===== config.mk =====
export PLATFORM = sky130hd
export DESIGN_NAME = i_mem_loader
export DESIGN_NICKNAME = d
export VERILOG_FILES = /design/src/rtl/i_mem_loader.sv
export SDC_FILE = /design/constraint.sdc
export NUM_CORES = 1
export LEC_CHECK = 0
export BUFFER_PORTS_ARGS = -buffer_cell sky130_fd_sc_hd__buf_2
export CORE_MARGIN = 5
export CORE_UTILIZATION = 45
export DETAILED_ROUTE_END_ITERATION = 8
export GPL_ROUTABILITY_DRIVEN = 0
export PLACE_DENSITY = 0.79
export SETUP_SLACK_MARGIN = 0.4
export SYNTH_ARGS = -nofsm -noshare
export SYNTH_HDL_FRONTEND = slang
export SYNTH_SLANG_ARGS = --single-unit

===== constraint.sdc =====
create_clock -name clk -period 6.2 [get_ports clk]
set_input_delay 1.24 -clock clk [delete_from_list [all_inputs] [get_ports clk]]
set_output_delay 1.24 -clock clk [all_outputs]
set_load 0.01 [all_outputs]

===== src/rtl/i_mem_loader.sv =====
// Boot loader owning the i_mem port: a 4-byte LE word count, then LE payload words written from BASE_ADDR while the core stalls.
// Min 5 cycles/word (4 bytes + 1 write), rx_ready low during WRITE; I_MEM_LOADER_CHECKSUM_EN adds a trailing XOR checksum byte.
module i_mem_loader #(
  parameter int unsigned          BUS_WIDTH = 32,
  parameter logic [BUS_WIDTH-1:0] BASE_ADDR = '0,
  parameter int unsigned          MAX_WORDS = 1024,
  parameter int unsigned          CNT_WIDTH = 16
) (
  input  logic                 clk,
  input  logic                 rst,
  input  logic                 start,
  input  logic [7:0]           rx_data,
  input  logic                 rx_valid,
  output logic                 rx_ready,
  input  logic [BUS_WIDTH-1:0] pc,
  output logic [BUS_WIDTH-1:0] i_mem_address,
  output logic                 i_mem_wr_en,
  output logic [BUS_WIDTH-1:0] i_mem_wr_data,
  output logic                 cpu_stall,
  output logic                 load_done,
  output logic                 load_err,
  output logic [CNT_WIDTH-1:0] words_loaded
);

`ifdef I_MEM_LOADER_CHECKSUM_EN
  typedef enum logic [2:0] {S_IDLE, S_LEN, S_DATA, S_WRITE, S_DONE, S_ERR, S_CHK} state_t;
`else
  typedef enum logic [2:0] {S_IDLE, S_LEN, S_DATA, S_WRITE, S_DONE, S_ERR} state_t;
`endif

  state_t                 r_state;
  logic                   r_rx_ready;
  logic                   r_wr_en;
  logic [BUS_WIDTH-1:0]   r_wr_data;
  logic                   r_stall;
  logic                   r_done;
  logic                   r_err;
  logic [CNT_WIDTH-1:0]   r_word_idx;
  logic [1:0]             r_byte_cnt;
  logic [31:0]            r_len;
  logic [31:0]            r_word;
`ifdef I_MEM_LOADER_CHECKSUM_EN
  logic [7:0]             r_chk;
`endif

  logic                   w_hs;
  logic                   w_byte3;
  logic                   w_last;
  logic [31:0]            w_len_next;
  logic [31:0]            w_word_next;
  logic [BUS_WIDTH-1:0]   w_word_addr;

  assign w_hs        = rx_valid & r_rx_ready;
  assign w_byte3     = (r_byte_cnt == 2'd3);
  assign w_len_next  = {rx_data, r_len[31:8]};
  assign w_word_next = {rx_data, r_word[31:8]};
  assign w_last      = ((32'(r_word_idx) + 32'd1) == r_len);
  assign w_word_addr = BASE_ADDR + (BUS_WIDTH'(r_word_idx) << 2);

  // Only IDLE and DONE hand the port back to the core's fetch path.
  assign i_mem_address = (r_state == S_IDLE || r_state == S_DONE) ? pc : w_word_addr;
  assign rx_ready      = r_rx_ready;
  assign i_mem_wr_en   = r_wr_en;
  assign i_mem_wr_data = r_wr_data;
  assign cpu_stall     = r_stall;
  assign load_done     = r_done;
  assign load_err      = r_err;
  assign words_loaded  = r_word_idx;

  always_ff @(posedge clk or posedge rst) begin
    if (rst) begin
      r_state    <= S_IDLE;
      r_rx_ready <= 1'b0;
      r_wr_en    <= 1'b0;
      r_wr_data  <= '0;
      r_stall    <= 1'b0;
      r_done     <= 1'b0;
      r_err      <= 1'b0;
      r_word_idx <= '0;
      r_byte_cnt <= '0;
      r_len      <= '0;
      r_word     <= '0;
`ifdef I_MEM_LOADER_CHECKSUM_EN
      r_chk      <= '0;
`endif
    end else begin
      case (r_state)
        S_IDLE, S_DONE, S_ERR: begin
          if (start) begin
            r_state    <= S_LEN;
            r_rx_ready <= 1'b1;
            r_stall    <= 1'b1;
            r_done     <= 1'b0;
            r_err      <= 1'b0;
            r_word_idx <= '0;
            r_byte_cnt <= '0;
            r_len      <= '0;
`ifdef I_MEM_LOADER_CHECKSUM_EN
            r_chk      <= '0;
`endif
          end
        end
        S_LEN: begin
          if (w_hs) begin
            r_len      <= w_len_next;
            r_byte_cnt <= r_byte_cnt + 2'd1;
            if (w_byte3) begin
              if (w_len_next == '0) begin
`ifdef I_MEM_LOADER_CHECKSUM_EN
                r_state    <= S_CHK;
`else
                r_state    <= S_DONE;
                r_rx_ready <= 1'b0;
                r_stall    <= 1'b0;
                r_done     <= 1'b1;
`endif
              end else if (w_len_next > MAX_WORDS) begin
                r_state    <= S_ERR;
                r_rx_ready <= 1'b0;
                r_err      <= 1'b1;
              end else begin
                r_state    <= S_DATA;
              end
            end
          end
        end
        S_DATA: begin
          if (w_hs) begin
            r_word     <= w_word_next;
            r_byte_cnt <= r_byte_cnt + 2'd1;
`ifdef I_MEM_LOADER_CHECKSUM_EN
            r_chk      <= r_chk ^ rx_data;
`endif
            if (w_byte3) begin
              r_state    <= S_WRITE;
              r_rx_ready <= 1'b0;
              r_wr_en    <= 1'b1;
              r_wr_data  <= BUS_WIDTH'(w_word_next);
            end
          end
        end
        S_WRITE: begin
          r_wr_en    <= 1'b0;
          r_word_idx <= r_word_idx + CNT_WIDTH'(1);
          if (w_last) begin
`ifdef I_MEM_LOADER_CHECKSUM_EN
            r_state    <= S_CHK;
            r_rx_ready <= 1'b1;
`else
            r_state    <= S_DONE;
            r_stall    <= 1'b0;
            r_done     <= 1'b1;
`endif
          end else begin
            r_state    <= S_DATA;
            r_rx_ready <= 1'b1;
          end
        end
`ifdef I_MEM_LOADER_CHECKSUM_EN
        S_CHK: begin
          if (w_hs) begin
            r_rx_ready <= 1'b0;
            if (rx_data == r_chk) begin
              r_state <= S_DONE;
              r_stall <= 1'b0;
              r_done  <= 1'b1;
            end else begin
              r_state <= S_ERR;
              r_err   <= 1'b1;
            end
          end
        end
`endif
        default: begin
          r_state    <= S_IDLE;
          r_rx_ready <= 1'b0;
          r_wr_en    <= 1'b0;
          r_stall    <= 1'b0;
        end
      endcase
    end
  end

endmodule


## After elaboration in Yosys (flattened, before gate mapping)

Cells that the tools add are included.

- Add/sub/neg operators: 3
- Eq/ne operators: 19
- Order comparisons: 1
- Bitwise logic cells: 3
- Reduce and logical (&&, ||, !) cells: 21
- Mux-type cells: 46

Operators by type and width:

| cell | count |
|---|---|
| 32-bit two-way mux | 3 |
| 32-bit one-hot mux with 2 select lines | 1 |
| 17-bit by 32-bit equality test with 1-bit output | 1 |
| 32-bit by 11-bit greater-than comparator with 1-bit output (second input constant) | 1 |
| 32-bit zero test | 1 |
| 16-bit one-hot mux with 2 select lines | 1 |
| 3-bit two-way mux | 8 |
| 1-bit two-way mux | 23 |
| 2-bit inequality test (second input constant) | 10 |
| 6-bit AND reduction | 3 |
| 16-bit by 1-bit adder with 17-bit output (second input constant) | 1 |
| 16-bit by 1-bit adder with 16-bit output (second input constant) | 1 |
| 16-bit two-way mux | 1 |
| 3-bit one-hot mux with 4 select lines | 1 |
| 3-bit AND reduction | 4 |
| 1-bit one-hot mux with 4 select lines | 2 |
| 7-bit AND reduction | 1 |
| 3-bit by 2-bit equality test with 1-bit output (second input constant) | 2 |
| 3-bit equality test (second input constant) | 2 |
| 2-bit nonzero test | 3 |
| 5-bit AND reduction | 1 |
| 2-bit two-way mux | 2 |
| 1-bit one-hot mux with 2 select lines | 2 |
| 2-bit one-hot mux with 2 select lines | 1 |
| 15 further kinds | 17 |

- Output and inout port bits: 85
- Bits in registers: 122

## Longest topological paths before layout

Gate-level depths: netlist (run 1).

- Depth after elaboration: 6
- Gate-level depth with buffers: 9

## Least setup slack after synthesis (run 1)

Ideal clock, no wire load.

- Kind: register to output
- Start point: reg r_state[1]
- End point: out i_mem_address[10]
- Cell stages (with the launch flop): 6
- Arrival: 1789 ps
- Path buffers: 3
- Path slack: 3171 ps
- Cell sequence: dfrtp_1 clkbuf_1 clkbuf_1 nor2_1 clkbuf_1 mux2_2

- Longest elaborated chain between the ends: 3
- Elaborated cells on any way between the ends: 4

Ends and longest elaborated chain:

| element | line | RTL |
|---|---|---|
| start: declaration | 31 | `state_t r_state;` |
| start signal: assignment | 72 | `r_state <= S_IDLE;` |
| start signal: assignment | 90 | `r_state <= S_LEN;` |
| start signal: assignment | 112 | `r_state <= S_DONE;` |
| 3-bit equality test or 3-bit zero test (tied branches) | 61 | `assign i_mem_address = (r_state == S_IDLE \|\| r_state == S_DONE) ? pc : w_word_addr;` |
| 1-bit logical OR * | 61 |  |
| 32-bit two-way mux * | 61 |  |
| end: declaration | 16 | `output logic [BUS_WIDTH-1:0] i_mem_address,` |

Every way passes the cells marked *; elsewhere a longest branch is shown, timed or not.

## Worst setup path after layout (run 1)

- Start point: reg r_state[1]
- End point: out i_mem_address[6]

Same word-level chain as after synthesis.

==> results of run 1 <==
## worst reg2reg max path, cell delays in order (launching register included)
cell and delay, ns:
dfrtp_1 0.50, ha_1 0.31, nand3_1 0.34, nor4b_1 0.41
nor3_1 0.12, a211o_1 0.32, a2111oi_4 0.41, a41oi_1 0.19
## layout by cell type (no fill, tap or decap), drive strengths merged, types with 7 or more instances in the layout
cell / count
nand4: 7
a22o: 33
dfrtp: 114
nor4: 11
a21oi: 10
mux2: 54
nand2: 82
nand3: 8
o21ai: 28
inv: 11
buf: 132
a31oi: 8
and2: 19
xor2: 8
nor3: 9
xnor2: 13
clkbuf: 19
nor2: 29
## cells in the mapped netlist, types with 3 or more instances
library cell and count:
xnor2_1 13, nor3b_1 3, nand4_1 6, a31oi_1 8, nor4_1 9, nor3_1 9, o31ai_1 4, mux2_2 22
and2_1 18, nor2_1 29, mux2_1 32, nand3_1 8, o21ai_1 4, inv_1 8, nand2_1 81, buf_2 8
a22o_1 33, o21ai_0 24, o22ai_1 3, nand2b_1 6, xor2_1 8, and4_1 3, dfrtp_1 114, clkbuf_1 22
and3_1 3, a21oi_1 10, buf_4 3
## routing by layer
metal	vias up	track usage (%)	wire (um)
met3	36	5.53	1350
met1	2318	24.4	5920
li1	2199	-	-
met5	-	0	0
met4	0	8.33	317
met2	251	31.8	6900
## registers in the layout, summed over array words and instances (netlist names)
register       cells
r_byte_cnt         2
words_loaded      16
rx_ready           1
r_state            3
r_len             32
cpu_stall          1
load_done          1
i_mem_wr_data     32
i_mem_wr_en        1
r_word            24
load_err           1
## logic make-up (layout without fill, tap and decap cells)
family,Yosys count,in the layout,synth area share (%)
buffers and inverters,45,173,3.48
and+or+nand+nor,192,192,17.0
DFF,114,114,50.2
adders and majority gates,2,2,0.441
AOI/OAI and AO/OA,112,112,14.5
xor gates and xnor gates,21,21,3.24
muxes,56,56,11.1
## power groups by stage
| stage | clock network, mW | logic [mW] | registers [mW] |
|---|---|---|---|
| final | 0.932 | 0.895 | 1.08 |
| after global routing | 0.978 | 0.985 | 1.10 |
| after CTS | 0.945 | 0.896 | 1.07 |
| after detailed placement | 0 | 0.882 | 1.08 |
| after global placement | 0 | 0.848 | 1.07 |
| after floorplan | 0 | 0.681 | 1.01 |
## worst paths after layout
kind / from / to / depth (start not counted)
min reg2reg: r_word[8] / r_word[8] / 2
max in group asynchronous: rst / i_mem_wr_data[26] / 3
max reg2reg: words_loaded[0] / r_state[1] / 7
max: r_state[1] / i_mem_address[6] / 3
min in group asynchronous: rst / cpu_stall / 2
min: r_word[8] / r_word[8] / 2
## layout make-up
class                   instances  share of cell area [%]
flip-flops and latches        114                    40.8
multi-input cells             383                    37.8
repair buffers                132                    9.60
clock buffers                  19                    6.34
well taps                     172                    3.08
clock inverters                13                    1.86
inverters                       9                   0.519
## metrics by stage
stage | hold WS [ns] | area, um^2 | util, % | setup WS [ns]
after detailed placement | 0.460 | 6410 | 51.2 | 2.73
after global routing | 0.497 | 6990 | 55.8 | 2.10
final | 0.477 | 6990 | 55.8 | 2.32
after CTS | 0.475 | 6990 | 55.8 | 2.29
after global placement | 0.453 | 6410 | 51.2 | 2.87
after floorplan | 0.439 | 5680 | - | 1.94
==> impl_metrics.toml, run 1 <==
[run_status]
status = "completed"

[sta]
tightest_slew_ns = 1.17
drv_slew = 0
finClkSkew_ns = 0.00756
rsz0062_at_grt = "no"
fin_tns_setup_ns = 0
setup_viol = 0
period_share_pct = 62.5
hold_viol = 0
fin_crit_ns = 3.88
slew_headroom_pct = 22.2
fmax_ghz = 0.258

[finish]
areaGrowthSynthToFinish_pct = 23.0
antenna_cells = 0
fillCellCount = 1112
final_nets = 703
seqCellArea_mm2 = 0.00285
fin_cells = 842
layout-drive-gt1-share_pct = 29.7
multiInputGateArea_mm2 = 0.00264

[synth]
yosysWarningCount = 0
avgSynthCellArea_um2 = 10.5
synth_area_leaders = "dfrtp_1 50%, mux2_1 6.3%, nand2_1 5.4%, a22o_1 5.1%, mux2_2 4.4%"
ys_seq_area_share_pct = 50.2
syn_nets = 588
syn_area_mm2 = 0.00568
synth.distinct_cells = 64
synth_top_cell_area_share_pct = 50.2
ys_async_sr_fraction_pct = 100
synth_area_leader_cell = "dfrtp_1"
synth-edff-count = 0
synth_seq_cells = 114
syn_inst = 542
ys.flop_type = "dfrtp_1"

[power_and_ir_drop]
pwr-share-comb_pct = 30.8
power_density_mw_per_mm2 = 416
clkPwrFrac_pct = 32.1
power_mw = 2.90
power.internal_mw = 1.84
p_leak_nw = 3.61
power_switching_mw = 1.06
seq_power_share_pct = 37.1
ir_worst_vdd_mv = 0.225
swShare_pct = 36.6

[grt]
antenna_found_initial = 0
gr-total-overflow = 0
grt_pass1_wl_um = 23300
grt.total_usage_pct = 19.5
grt_pass1_vias = 4756
grt_max_degree = 61

[cts]
cts_tree = "yes"
clock-root-buffer = "clkbuf_16"
post_cts.repair.setup_buffers = 0
cts_buffers = 17
cts_buffer_depth = 2
clkLatencyLatePin_ns = 0.42
postCtsHoldBufs = 0
htree_levels = 4
clk_pin_slew_worst_paths_ns = 0.06
cts.sinks = 114
cts-resized-gates = 0

[worst_setup_path]
cp-start-kind = "flop"
cp_slowest_stage_delay_ns = 0.99
rrSetupSlack_ns = 3.43
cp_max_fo = 34
worst-setup-path-type = "flop to primary output"
crit_chain = "nor2_2 -> mux2_2 -> buf_2"
end_kind = "primary output"
required_ns = 4.96
cp_data_arrival_time_ns = 2.64
cp.buffers_inverters = 1
critPathTopFamily = "simple AND/OR/NAND/NOR gates"
slowest_stage = "nor2_2"

[floorplanning]
dieArea_mm2 = 0.0150
io_pins = 129
num_rows = 41
start_util_pct = 45.4
die_h_um = 122
die_w_um = 122
core_area_mm2 = 0.0125

[worst_hold_path]
hold_class = "flop to flop"

[run]
cap_violations = 0

[place]
io_buffers = 128
hpwl_um = 9900
post-place-cells = 810

[detailed_routing]
num_vias = 4804
drt_iter0_drc = 398
vias_per_cell = 5.71
drc = 0
routed_wl_um = 14500
drt_first_pass_iters = 5
postRouteAntennaNets = 0
wl_per_cell_um = 17.2
No activity file was read; power rests on OpenSTA's default activity.
==> inputs of run 2 (changes only) <==
--- a/config.mk
+++ b/config.mk
@@ -10,7 +10,7 @@
 export CORE_UTILIZATION = 45
 export DETAILED_ROUTE_END_ITERATION = 8
 export GPL_ROUTABILITY_DRIVEN = 0
-export PLACE_DENSITY = 0.79
+export PLACE_DENSITY = 0.82
 export SETUP_SLACK_MARGIN = 0.4
 export SYNTH_ARGS = -nofsm -noshare
 export SYNTH_HDL_FRONTEND = slang
==> constraint.sdc (replaced) <==
create_clock -name clk -period 3.19 [get_ports clk]
set_input_delay 0.638 -clock clk [delete_from_list [all_inputs] [get_ports clk]]
set_output_delay 0.638 -clock clk [all_outputs]
set_load 0.01 [all_outputs]
==> run 2 against run 1 <==
Compared with the run above: non-clock buffer count grew 5; clock power grew 93%; via count grew 0.29%; hold slack lost 0.099 ns; critical path type is now flop to flop.
==> impl_metrics.toml, run 2 (synthesis gave the netlist of run 1 again) <==
[sta]
finClkSkew_ns = 0.0120
setup_viol = 0
fmax_ghz = 0.384
hold_viol = 0
timing.hold.ws_ns = 0.378
fin_tns_setup_ns = 0
period_share_pct = 81.6
drv_slew = 0
tightest_slew_ns = 1.01
rsz0062_at_grt = "no"
fin_crit_ns = 2.60
slew_headroom_pct = 32.6

[finish]
multiInputGateArea_mm2 = 0.00264
antenna_cells = 0
final_cell_mix = "128 x buf_2, 114 x dfrtp_1, 81 x nand2_1"
final_common_cell = "buf_2"
fillCellCount = 1068
final_nets = 708
seqCellArea_mm2 = 0.00285
final_area_mm2 = 0.00704
layout-drive-gt1-share_pct = 30.5
areaGrowthSynthToFinish_pct = 24.0

[grt]
gr-total-overflow = 0
antenna_found_initial = 0
grt_pass1_wl_um = 23500
grt_max_degree = 115
grt_pass1_vias = 4711
grt.total_usage_pct = 19.9

[worst_setup_path]
cp.buffers_inverters = 0
cp-start-kind = "flop"
required_ns = 3.45
cp_data_arrival_time_ns = 2.86
crit_chain = "nand4_2 -> nor4_2 -> mux2i_1 -> a211o_1 -> a2111oi_4 -> a41oi_1"
worst-setup-path-type = "flop to flop"
cp_slowest_stage_delay_ns = 0.64
end_kind = "flop"
slowest_stage = "dfrtp_1"
cp_max_fo = 15
critPathTopFamily = "compound AO/OA/AOI/OAI gates"

[worst_hold_path]
hold_class = "input port to asynchronous set/reset pin"

[floorplanning]
die_w_um = 122
core_area_mm2 = 0.0125
io_pins = 129
num_rows = 41
dieArea_mm2 = 0.0150
die_h_um = 122
start_util_pct = 45.4

[cts]
clkLatencyLatePin_ns = 0.41
cts_tree = "yes"
clock-root-buffer = "clkbuf_16"
cts_buffer_depth = 2
cts.sinks = 114
cts_buffers = 17
clk_pin_slew_worst_paths_ns = 0.06
htree_levels = 4
post_cts.repair.setup_buffers = 0

[place]
placed_cell_area_mm2 = 0.00646
io_buffers = 128
hpwl_um = 10100

[power_and_ir_drop]
power_density_mw_per_mm2 = 808
ir_worst_vdd_mv = 0.465
p_leak_nw = 3.64

[detailed_routing]
drt_first_pass_iters = 7
postRouteAntennaNets = 0
vias_per_cell = 5.69
num_vias = 4818
drc = 0
wl_per_cell_um = 17.3
routed_wl_um = 14600
drt_iter0_drc = 430

[run_status]
status = "completed"

[run]
cap_violations = 0
run 2: area by class of cell:
cell class,instances,area share (%)
flip-flops and latches,114,40.5
multi-input cells,383,37.5
inverters,9,0.533
clock buffers,17,6.04
repair buffers,137,10.2
well taps,172,3.06
clock inverters,15,2.10
run 2: what timing repair did:
item                       4_1_cts  5_1_grt
setup endpoints to repair        0        1
resized for setup                0        1
hold buffers                     0        0
run 2: power by group:
group	switching (mW)	internal, mW	leakage [nW]
clock	0.714	1.09	0.273
sequential	0.406	1.70	1.54
combinational	0.966	0.818	1.83
total	2.09	3.60	3.64
run 2: metrics by stage:
step / power, mW / setup WS [ns] / util, % / std cells
2_1_floorplan: 3.28 / 0.763 / - / 542
3_3_place_gp: 3.79 / 0.746 / 51.6 / 815
3_5_place_dp: 3.87 / 0.584 / 51.6 / 815
4_1_cts: 5.70 / 0.570 / 56.2 / 847
5_1_grt: 6.02 / 0.410 / 56.3 / 847
6_report: 5.69 / 0.588 / 56.3 / 847
run 2: tightest hold or removal path, stage by stage:
cell        delay [ns]
buf_2             0.11
clkinvlp_4        0.07
buf_12            0.42
run 2: layer usage:
metal / vias up / GRT usage (%) / share of wire [%] / wire [um]
met5: - / 0 / 0 / 0
met4: 0 / 6.58 / 1.8 / 262
met3: 20 / 6.31 / 9.1 / 1340
met2: 240 / 32.8 / 49 / 7100
met1: 2354 / 25.1 / 41 / 5930
li1: 2204 / - / - / -
run 2: worst paths after layout:
path | from | to | slack, ns | cells past startpoint
min in group clk | r_word[9] | r_word[9] | 0.47 | 2
worst max-delay path | words_loaded[4] | r_state[1] | 0.59 | 6
worst min register to register | r_word[9] | r_word[9] | 0.47 | 2
worst min-delay path | rst | words_loaded[1] | 0.38 | 3
max in group asynchronous | rst | i_mem_wr_data[27] | 2.36 | 3
worst max register to register | words_loaded[4] | r_state[1] | 0.59 | 6
